--- src/rtl/bcd_pkg.sv ---
// rtl/bcd_pkg.sv - shared constants, state type and sizing helper for the binary-to-BCD converter
package bcd_pkg;

    localparam int BCD_DIGIT_W = 4;
    localparam logic [3:0] BCD_ADJ_THRESH = 4'd5;
    localparam logic [3:0] BCD_ADJ_ADD    = 4'd3;

    typedef enum logic [1:0] {
        ST_IDLE,
        ST_SHIFT,
        ST_DONE
    } bcd_state_t;

    // Decimal digits needed for any in_w-bit value (log10(2) ~= 0.301).
    function automatic int bcd_full_digits(input int in_w);
        return (in_w * 301) / 1000 + 1;
    endfunction

endpackage

--- src/rtl/bin_to_bcd_if.sv ---
// rtl/bin_to_bcd_if.sv - handshake and result bundle between an upstream source and bin_to_bcd
interface bin_to_bcd_if #(
    parameter int IN_W   = 8,
    parameter int DIGITS = 2
);
    logic [IN_W-1:0]     i_bin;
    logic                i_valid;
    logic                o_ready;
    logic [4*DIGITS-1:0] o_bcd;
    logic                o_valid;
    logic                o_overflow;

    modport master (
        output i_bin,
        output i_valid,
        input  o_ready,
        input  o_bcd,
        input  o_valid,
        input  o_overflow
    );

    modport slave (
        input  i_bin,
        input  i_valid,
        output o_ready,
        output o_bcd,
        output o_valid,
        output o_overflow
    );
endinterface

--- src/rtl/bcd_digit_adjust.sv ---
// rtl/bcd_digit_adjust.sv - combinational double-dabble digit correction (add 3 when >= 5)
module bcd_digit_adjust
    import bcd_pkg::*;
(
    input  logic [3:0] digit,
    output logic [3:0] adjusted
);

    assign adjusted = (digit >= BCD_ADJ_THRESH) ? (digit + BCD_ADJ_ADD) : digit;

endmodule

--- src/rtl/bin_to_bcd.sv ---
// rtl/bin_to_bcd.sv - sequential double-dabble binary-to-packed-BCD converter
// Optional BIN_TO_BCD_SATURATE_EN: on overflow present all-nines instead of the low digits.
module bin_to_bcd
    import bcd_pkg::*;
#(
    parameter int IN_W   = 8,
    parameter int DIGITS = 2
) (
    input  logic         i_clk,
    input  logic         i_rst,
    bin_to_bcd_if.slave  bus
);

    localparam int FULL_DIGITS = bcd_full_digits(IN_W);
    localparam int SW          = BCD_DIGIT_W * FULL_DIGITS;
    localparam int OW          = BCD_DIGIT_W * DIGITS;
    localparam int CW          = $clog2(IN_W + 1);

    bcd_state_t          state, next_state;
    logic [SW-1:0]       scratch;
    logic [SW-1:0]       adj;
    logic [IN_W-1:0]     shreg;
    logic [CW-1:0]       cnt;
    logic [SW+IN_W-1:0]  shifted;
    logic [OW-1:0]       low_digits;
    logic [OW-1:0]       bcd_next;
    logic                ovf_next;
    logic [OW-1:0]       bcd_q;
    logic                valid_q;
    logic                ovf_q;

    for (genvar d = 0; d < FULL_DIGITS; d++) begin : g_adj
        bcd_digit_adjust u_adj (
            .digit    (scratch[d*BCD_DIGIT_W +: BCD_DIGIT_W]),
            .adjusted (adj[d*BCD_DIGIT_W +: BCD_DIGIT_W])
        );
    end

    assign shifted = {adj, shreg} << 1;

    // Digits beyond the presented width only exist when the input can exceed 10^DIGITS-1.
    if (FULL_DIGITS > DIGITS) begin : g_trunc
        assign low_digits = scratch[OW-1:0];
        assign ovf_next   = |scratch[SW-1:OW];
    end else if (FULL_DIGITS == DIGITS) begin : g_exact
        assign low_digits = scratch;
        assign ovf_next   = 1'b0;
    end else begin : g_ext
        assign low_digits = {{(OW-SW){1'b0}}, scratch};
        assign ovf_next   = 1'b0;
    end

`ifdef BIN_TO_BCD_SATURATE_EN
    assign bcd_next = ovf_next ? {DIGITS{4'h9}} : low_digits;
`else
    assign bcd_next = low_digits;
`endif

    always_ff @(posedge i_clk) begin
        if (i_rst) begin
            state <= ST_IDLE;
        end else begin
            state <= next_state;
        end
    end

    always_comb begin
        next_state = state;
        case (state)
            ST_IDLE:  if (bus.i_valid) next_state = ST_SHIFT;
            ST_SHIFT: if (cnt == '0)   next_state = ST_DONE;
            ST_DONE:  next_state = ST_IDLE;
            default:  next_state = ST_IDLE;
        endcase
    end

    // Result registers load on the edge entering DONE, so o_valid coincides with DONE.
    always_ff @(posedge i_clk) begin
        if (i_rst) begin
            scratch <= '0;
            shreg   <= '0;
            cnt     <= '0;
            bcd_q   <= '0;
            valid_q <= 1'b0;
            ovf_q   <= 1'b0;
        end else begin
            valid_q <= 1'b0;
            case (state)
                ST_IDLE: begin
                    if (bus.i_valid) begin
                        shreg   <= bus.i_bin;
                        scratch <= '0;
                        cnt     <= CW'(IN_W);
                    end
                end
                ST_SHIFT: begin
                    if (cnt != '0) begin
                        scratch <= shifted[SW+IN_W-1 -: SW];
                        shreg   <= shifted[IN_W-1:0];
                        cnt     <= cnt - 1'b1;
                    end else begin
                        bcd_q   <= bcd_next;
                        ovf_q   <= ovf_next;
                        valid_q <= 1'b1;
                    end
                end
                default: ;
            endcase
        end
    end

    assign bus.o_ready    = (state == ST_IDLE);
    assign bus.o_bcd      = bcd_q;
    assign bus.o_valid    = valid_q;
    assign bus.o_overflow = ovf_q;

endmodule

--- src/flat_wrapper.sv ---
// flat-port wrapper written by rule: the top's interface ports become plain ports
module bin_to_bcd_flat import bcd_pkg::*;
#(
    parameter int IN_W   = 8,
    parameter int DIGITS = 2
)
  (i_clk, i_rst, bus_i_bin, bus_i_valid, bus_o_ready, bus_o_bcd, bus_o_valid, bus_o_overflow);
  bin_to_bcd_if #(.IN_W(IN_W), .DIGITS(DIGITS)) bus_i ();
  input  logic i_clk;
  input  logic i_rst;
  input wire logic [$bits(bus_i.i_bin)-1:0] bus_i_bin;
  input wire logic [$bits(bus_i.i_valid)-1:0] bus_i_valid;
  output wire logic [$bits(bus_i.o_ready)-1:0] bus_o_ready;
  output wire logic [$bits(bus_i.o_bcd)-1:0] bus_o_bcd;
  output wire logic [$bits(bus_i.o_valid)-1:0] bus_o_valid;
  output wire logic [$bits(bus_i.o_overflow)-1:0] bus_o_overflow;
  assign bus_i.i_bin = bus_i_bin;
  assign bus_i.i_valid = bus_i_valid;
  assign bus_o_ready = bus_i.o_ready;
  assign bus_o_bcd = bus_i.o_bcd;
  assign bus_o_valid = bus_i.o_valid;
  assign bus_o_overflow = bus_i.o_overflow;
  bin_to_bcd #(.IN_W(IN_W), .DIGITS(DIGITS)) u_core (.i_clk(i_clk), .i_rst(i_rst), .bus(bus_i));
endmodule
--- config.mk ---
export PLATFORM = sky130hd
export DESIGN_NAME = bin_to_bcd_flat
export DESIGN_NICKNAME = d
export VERILOG_FILES = /design/src/rtl/bcd_pkg.sv /design/src/rtl/bin_to_bcd_if.sv /design/src/rtl/bcd_digit_adjust.sv /design/src/rtl/bin_to_bcd.sv /design/src/flat_wrapper.sv
export SDC_FILE = /design/constraint.sdc
export NUM_CORES = 1
export LEC_CHECK = 0
export ABC_CLOCK_PERIOD_IN_PS = 1900
export CORE_ASPECT_RATIO = 1.25
export CORE_MARGIN = 4
export CORE_UTILIZATION = 30
export DETAILED_ROUTE_END_ITERATION = 10
export GPL_ROUTABILITY_DRIVEN = 1
export PLACE_DENSITY = 0.53
export SYNTH_ARGS = -nofsm -noshare
export SYNTH_HDL_FRONTEND = slang
export SYNTH_SLANG_ARGS = --single-unit
--- constraint.sdc ---
create_clock -name i_clk -period 1.9 [get_ports i_clk]
set_clock_uncertainty 0.05 [all_clocks]
set_input_delay 0.38 -clock i_clk [delete_from_list [all_inputs] [get_ports i_clk]]
set_output_delay 0.38 -clock i_clk [all_outputs]
set_load 0.05 [all_outputs]
==> results.json, run 1 <==
{
  "syn_area_mm2": 0.00166,
  "drc": 0,
  "io_pins": 22,
  "initial_utilization_pct": 30.7,
  "cts_setup_buffers": 0,
  "path_buf_inv": 1,
  "rows": 30,
  "h-tree-depth": 2,
  "postRouteWirelength_um": 3530,
  "path_class": "register to primary output",
  "postSynthNetCount": 201,
  "nNetsFinal": 232,
  "dieArea_mm2": 0.00679,
  "port_buffers": 21,
  "fin_ws_ps": 85.0,
  "yosysSeqAreaShare_pct": 43.5,
  "clock_latency_ps": 280,
  "gp_congestion": 0.700,
  "synth_most_common_cell": "dfxtp_1",
  "grt_usage_pct": 11.3,
  "slowest_delay_ps": 790,
  "viasPerCell": 4.87,
  "crit_arrival_ps": 1380,
  "yosysTopAreaCellShare_pct": 43.5,
  "crit_path_top_delay_cell": "clkdlybuf4s50_1",
  "drive_gt1_share_pct": 16.9,
  "drtPass1Iterations": 4,
  "syn_area_per_cell_um2": 9.16,
  "async_flop_share_pct": 0,
  "yosys.area_share.simple_pct": 16.5,
  "diodes": 0,
  "drv_slew": 0,
  "grt_max_degree": 15,
  "grt.overflow.total": 0,
  "intPower_mw": 1.48,
  "synthTopCellsByArea": "dfxtp_1 43%, ha_1 6.8%, mux2i_1 6.0%",
  "grt_pass1_wl_um": 5890,
  "path_cells": "clkdlybuf4s50_1",
  "hpwl_um": 2530,
  "worstPathMaxFanout": 1,
  "first_global_vias": 1277,
  "hold_class": "register to register",
  "numClockSinks": 36,
  "ys.warnings.count": 0,
  "clock_path_buffers": 2,
  "relSlewSlack_pct": 63.7,
  "tightest_slew_ps": 542,
  "cp_top_family": "buffers and inverters",
  "synth_edf_count": 0,
  "yosysTopAreaCell": "dfxtp_1",
  "coreArea_mm2": 0.00541,
  "netSwitchingFraction_pct": 31.4,
  "maxCapViolCount": 0,
  "p_clk_share_pct": 30.9,
  "status": "complete, no violations",
  "utilization_pct": 38.8,
  "rsz0062_at_grt": "no",
  "max_freq_ghz": 0.551,
  "wl_per_cell_um": 12.7,
  "p_sw_mw": 0.680,
  "min_period_ps": 1810,
  "worstPathRequired_ps": 1470,
  "ir_drop_v": 0.000358,
  "synthAdderAreaFrac_pct": 6.79,
  "die_h_um": 91.1,
  "post-place-ws_ps": -10.2,
  "cp-start-kind": "register",
  "fin_crit_sh_pct": 95.5,
  "antenna_found_initial": 0,
  "synthTopCellsByCount": "36 x dfxtp_1, 19 x nor2_1, 18 x a21oi_1, 17 x nand2_1, 10 x mux2i_1",
  "whs_ps": 406,
  "cts_tree": "built",
  "finalPower_mw": 2.16,
  "path_clk_slew_ps": 80,
  "synthDistinctLibCells": 34,
  "finalSetupViolCount": 0,
  "power_frac_comb_pct": 28.2,
  "cts_root_buffer": "clkbuf_8",
  "num_vias": 1350,
  "synth_xor_xnor_area_share_pct": 2.11,
  "leakagePower_nw": 0.850,
  "syn2layout_area_growth_pct": 26.6,
  "synthMuxAreaShare_pct": 6.04,
  "synth_compound_area_share_pct": 20.2,
  "cp-end-kind": "primary output",
  "ant_nets": 0,
  "synth_ff_type": "dfxtp_1",
  "ys_seq_elements": 36,
  "die_x_um": 74.5,
  "pwr-share-seq_pct": 40.8,
  "cellPowerDensity_mw_per_mm2": 1030,
  "synth_top_family_by_area": "compound AO/OA/AOI/OAI gates",
  "cts_made_buffers": 5,
  "syn-instance-count": 181,
  "drt_iter0_drc": 41,
  "hold_violations": 0
}
-- stage by stage --
step	cells	instance area, µm²	setup TNS [ps]
detailed placement	269	1980	-33.7
global route	277	2100	0
global placement	269	1980	-50.3
floorplan	181	1660	0
finish	277	2100	0
CTS	277	2090	0
-- per-layer routing --
layer / global-route usage [%] / wire length (µm) / vias up / part of all wire, %
li1: - / - / 699 / -
met1: 13.6 / 1570 / 627 / 45
met2: 18.0 / 1740 / 19 / 49
met3: 3.43 / 138 / 5 / 3.9
met4: 5.34 / 76 / 0 / 2.2
met5: 0 / 0 / - / 0
-- kinds of logic (layout without fill, tap and decap cells) --
family / after synthesis / after routing
AOI/OAI and AO/OA: 48 / 48
xor gates and xnor gates: 4 / 4
adders and majority gates: 9 / 9
buffers and inverters: 18 / 50
DFF: 36 / 36
muxes: 10 / 10
and+or+nand+nor: 56 / 56
-- timing repair --
action	4_1_cts	5_1_grt
gates resized for setup	0	2
hold buffers	0	0
endpoints found under the setup margin	0	15
-- cell type report --
type	instances	area, µm²
clock inverters	3	42.5
multi-input cells	127	865
well taps	64	80.1
clock buffers	5	68.8
inverters	9	33.8
flip-flops and latches	36	721
fillers	599	3310
repair buffers	33	288
-- cells in the final DEF (no fill, tap or decap), types with 2 or more instances in the layout --
| cell type | Yosys | final |
|---|---|---|
| a211oi_1 | 8 | 8 |
| a21oi_1 | 18 | 18 |
| a22o_1 | 6 | 6 |
| a32o_1 | 2 | 2 |
| buf_4 | 3 | 21 |
| clkbuf_8 | 0 | 5 |
| clkdlybuf4s50_1 | 0 | 11 |
| dfxtp_1 | 36 | 36 |
| ha_1 | 9 | 9 |
| inv_1 | 9 | 9 |
| mux2i_1 | 10 | 10 |
| nand2_1 | 17 | 17 |
| nand2b_1 | 5 | 5 |
| nor2_1 | 19 | 19 |
| nor2b_1 | 3 | 2 |
| nor3_1 | 2 | 2 |
| nor3b_1 | 2 | 2 |
| o21ai_0 | 4 | 4 |
| o2bb2ai_1 | 2 | 2 |
| o31ai_1 | 2 | 2 |
| or3_1 | 3 | 3 |
| xnor2_1 | 4 | 4 |
-- final timing paths --
kind                                                  startpoint                               end  slack, ps  depth (start not counted)
worst max register to register        u_core.cnt[1]$_SDFFE_PP0P_    u_core.scratch[9]$_SDFFE_PP0P_        200                          6
worst max-delay path               u_core.bus.o_valid$_SDFF_PP0_                       bus_o_valid         90                          1
worst min register to register  u_core.bus.o_bcd[3]$_SDFFE_PP0P_  u_core.bus.o_bcd[3]$_SDFFE_PP0P_        410                          2
worst min-delay path            u_core.bus.o_bcd[3]$_SDFFE_PP0P_  u_core.bus.o_bcd[3]$_SDFFE_PP0P_        410                          2
-- flip-flops by register name, summed over array words and instances, names as in the netlist --
signal	flops
u_core.shreg	8
u_core.bus.o_overflow	1
u_core.bus.o_valid	1
u_core.scratch	12
u_core.cnt	4
u_core.state	2
u_core.bus.o_bcd	8
-- power by group through the flow --
stage	registers, mW	logic (mW)	clock network, mW
final	0.884	0.611	0.670
after global routing	0.895	0.677	0.728
after floorplan	0.912	0.402	0
after detailed placement	0.898	0.605	0
after global placement	0.898	0.605	0
after CTS	0.882	0.609	0.698
Power figures use the tool's default switching activity.
==> run 2: changes to the inputs <==
- ABC_CLOCK_PERIOD_IN_PS: 1900 -> 1780
- clock period: 1.9 -> 1.78 ns (I/O delays scaled with it)
==> run 2 against run 1 <==
  * Cell area is 1.8% higher
  * Wire length is 2.0% higher
  * Sequential cell count stayed put
  * Power is 9.0% higher
  * Hold slack better by 1.4 ps
  * Critical path type is now register to register
  * Die area stayed put
  * Clock power is 5.7% higher
  * Setup slack better by 6.5 ps
  * Utilization is 0.72 points higher
  * Highest routed layer unchanged
  * Sequential power is 6.9% higher
  * Non-clock buffer count is 5 higher
  * Sequential share of layout area is 0.51 points lower
  * Critical endpoint is now u_core.cnt[2]$_SDFFE_PP0P_
==> results.json, run 2 (synthesis gave the netlist of run 1 again) <==
{
  "final_common_cell": "dfxtp_1",
  "power_frac_comb_pct": 29.9,
  "min_period_ps": 1690,
  "num_vias": 1352,
  "finalSetupViolCount": 0,
  "hold_depth": 2,
  "final_cell_mix": "34 x dfxtp_1, 27 x buf_4, 18 x nor2_1, 18 x a21oi_1, 17 x nand2_1",
  "largest_reg_flops": 12,
  "path_cells": "inv_1, ha_2, nor3b_4, buf_4, a21o_1, or3_1, a221oi_2",
  "pwr-share-seq_pct": 40.1,
  "rows": 30,
  "initial_utilization_pct": 30.7,
  "reg2reg_from": "u_core.cnt[0]$_SDFFE_PP0P_",
  "hold_class": "register to register",
  "grt_max_degree": 15,
  "tightest_slew_ps": 425,
  "relSlewSlack_pct": 71.6,
  "path_class": "register to register",
  "whs_ps": 407,
  "holdCritStartpoint": "u_core.bus.o_bcd[3]$_SDFFE_PP0P_",
  "final_cells": 282,
  "cp-start-kind": "register",
  "h-tree-depth": 2,
  "status": "complete, no violations",
  "path_buf_inv": 2,
  "grt_pass1_wl_um": 6170,
  "ir_drop_v": 0.000416,
  "antenna_found_initial": 0,
  "drc": 0,
  "postRouteWirelength_um": 3600,
  "cts_tree": "built",
  "max_freq_ghz": 0.592,
  "leakagePower_nw": 0.876,
  "ant_nets": 0,
  "p_sw_mw": 0.733,
  "gp_congestion": 0.734,
  "first_global_vias": 1347,
  "worstPathRequired_ps": 1940,
  "numClockSinks": 36,
  "path_clk_slew_ps": 70,
  "cts_root_buffer": "clkbuf_8",
  "worstPathMaxFanout": 3,
  "met3_length_um": 149,
  "reg2regPathDepth": 7,
  "cp-end-kind": "register",
  "intPower_mw": 1.63,
  "largest-register": "u_core.scratch",
  "cts_made_buffers": 5,
  "met1Wirelength_um": 1640,
  "syn2layout_area_growth_pct": 28.9,
  "finalPower_mw": 2.36,
  "rrSetupSlack_ps": 90,
  "hold_buffers": 0,
  "slowest_delay_ps": 320,
  "diodes": 0,
  "met2_wirelength_um": 1730,
  "netSwitchingFraction_pct": 31.1,
  "clock_latency_ps": 290,
  "dpl.cell_count": 273,
  "nNetsFinal": 237,
  "grt_usage_pct": 11.6,
  "cellPowerDensity_mw_per_mm2": 1100,
  "p_clk_share_pct": 30.0,
  "hold_violations": 0,
  "crit_path_top_delay_cell": "dfxtp_2",
  "drt_iter0_drc": 77,
  "wl_per_cell_um": 12.8,
  "die_h_um": 91.1,
  "r2r_end": "u_core.cnt[2]$_SDFFE_PP0P_",
  "hold_path_end": "u_core.bus.o_bcd[3]$_SDFFE_PP0P_",
  "die_x_um": 74.5,
  "maxCapViolCount": 0,
  "rsz0062_at_grt": "no",
  "drive_gt1_share_pct": 20.6,
  "fin_crit_sh_pct": 94.9,
  "coreArea_mm2": 0.00541,
  "crit_arrival_ps": 1840,
  "top_layer": "met4",
  "port_buffers": 21,
  "hpwl_um": 2540,
  "cp_top_family": "simple AND/OR/NAND/NOR gates",
  "n_fill_cell": 578,
  "dieArea_mm2": 0.00679,
  "drv_slew": 0,
  "drtPass1Iterations": 4,
  "grt.overflow.total": 0,
  "viasPerCell": 4.79,
  "clock_path_buffers": 2,
  "io_pins": 22
}
run 2: how the worst max path moves through the flow:
stage	slack (ps)	endpoint	cells past startpoint	start
final	90	u_core.cnt[2]$_SDFFE_PP0P_	7	u_core.cnt[0]$_SDFFE_PP0P_
after floorplan	160	u_core.cnt[2]$_SDFFE_PP0P_	6	u_core.cnt[0]$_SDFFE_PP0P_
after global placement	-90	u_core.scratch[5]$_SDFFE_PP0P_	5	bus_i_valid
after detailed placement	-110	u_core.scratch[5]$_SDFFE_PP0P_	5	bus_i_valid
after global routing	20	u_core.cnt[2]$_SDFFE_PP0P_	7	u_core.cnt[0]$_SDFFE_PP0P_
after CTS	20	u_core.cnt[2]$_SDFFE_PP0P_	7	u_core.cnt[1]$_SDFFE_PP0P_
run 2: repair_timing:
action	CTS	global route
buffers inserted	0	1
endpoints found under the setup margin	0	14
gates resized for setup	0	6
run 2: layout make-up:
type	count	area, µm²	share of cell area (%)
Inverter	9	33.8	1.58
Multi-Input combinational cell	127	870	40.7
Sequential cell	36	723	33.8
Timing Repair Buffer	38	323	15.1
Tap cell	64	80.1	3.75
Clock buffer	6	72.6	3.40
Clock inverter	2	35.0	1.64
run 2: worst reg2reg max path, delay by kind of cell (launching register included):
family,cells,cell delay (ps)
fa+ha+maj,1,170
flops,1,320
simple gates,2,470
compound gates,2,400
buf+inv,2,190
run 2: stage by stage:
step	instance area, µm²	setup slack, ps	setup TNS (ps)	util (%)
6_report	2140	91.5	0	39.5
5_1_grt	2140	20.8	0	39.5
4_1_cts	2110	22.9	0	39.1
3_5_place_dp	2010	-106	-833	37.1
3_3_place_gp	2010	-88.1	-617	37.1
2_1_floorplan	1660	155	0	-
run 2: power by group through the flow:
| stage | clock network [mW] | registers (mW) | logic (mW) |
|---|---|---|---|
| floorplan | 0 | 0.973 | 0.429 |
| global placement | 0 | 0.958 | 0.688 |
| detailed placement | 0 | 0.958 | 0.689 |
| CTS | 0.735 | 0.941 | 0.692 |
| global route | 0.769 | 0.957 | 0.776 |
| finish | 0.708 | 0.945 | 0.706 |
run 2: per-layer routing:
layer	GRT usage [%]	vias up
li1	-	708
met1	14.2	618
met2	18.7	21
met3	2.99	5
met4	5.34	0
met5	0	-
==> run 3: changes to the inputs <==
- CTS_CLUSTER_SIZE: not set -> 16
==> results of run 3 <==
Final layout, timing and power as in run 2 (identical DEF).
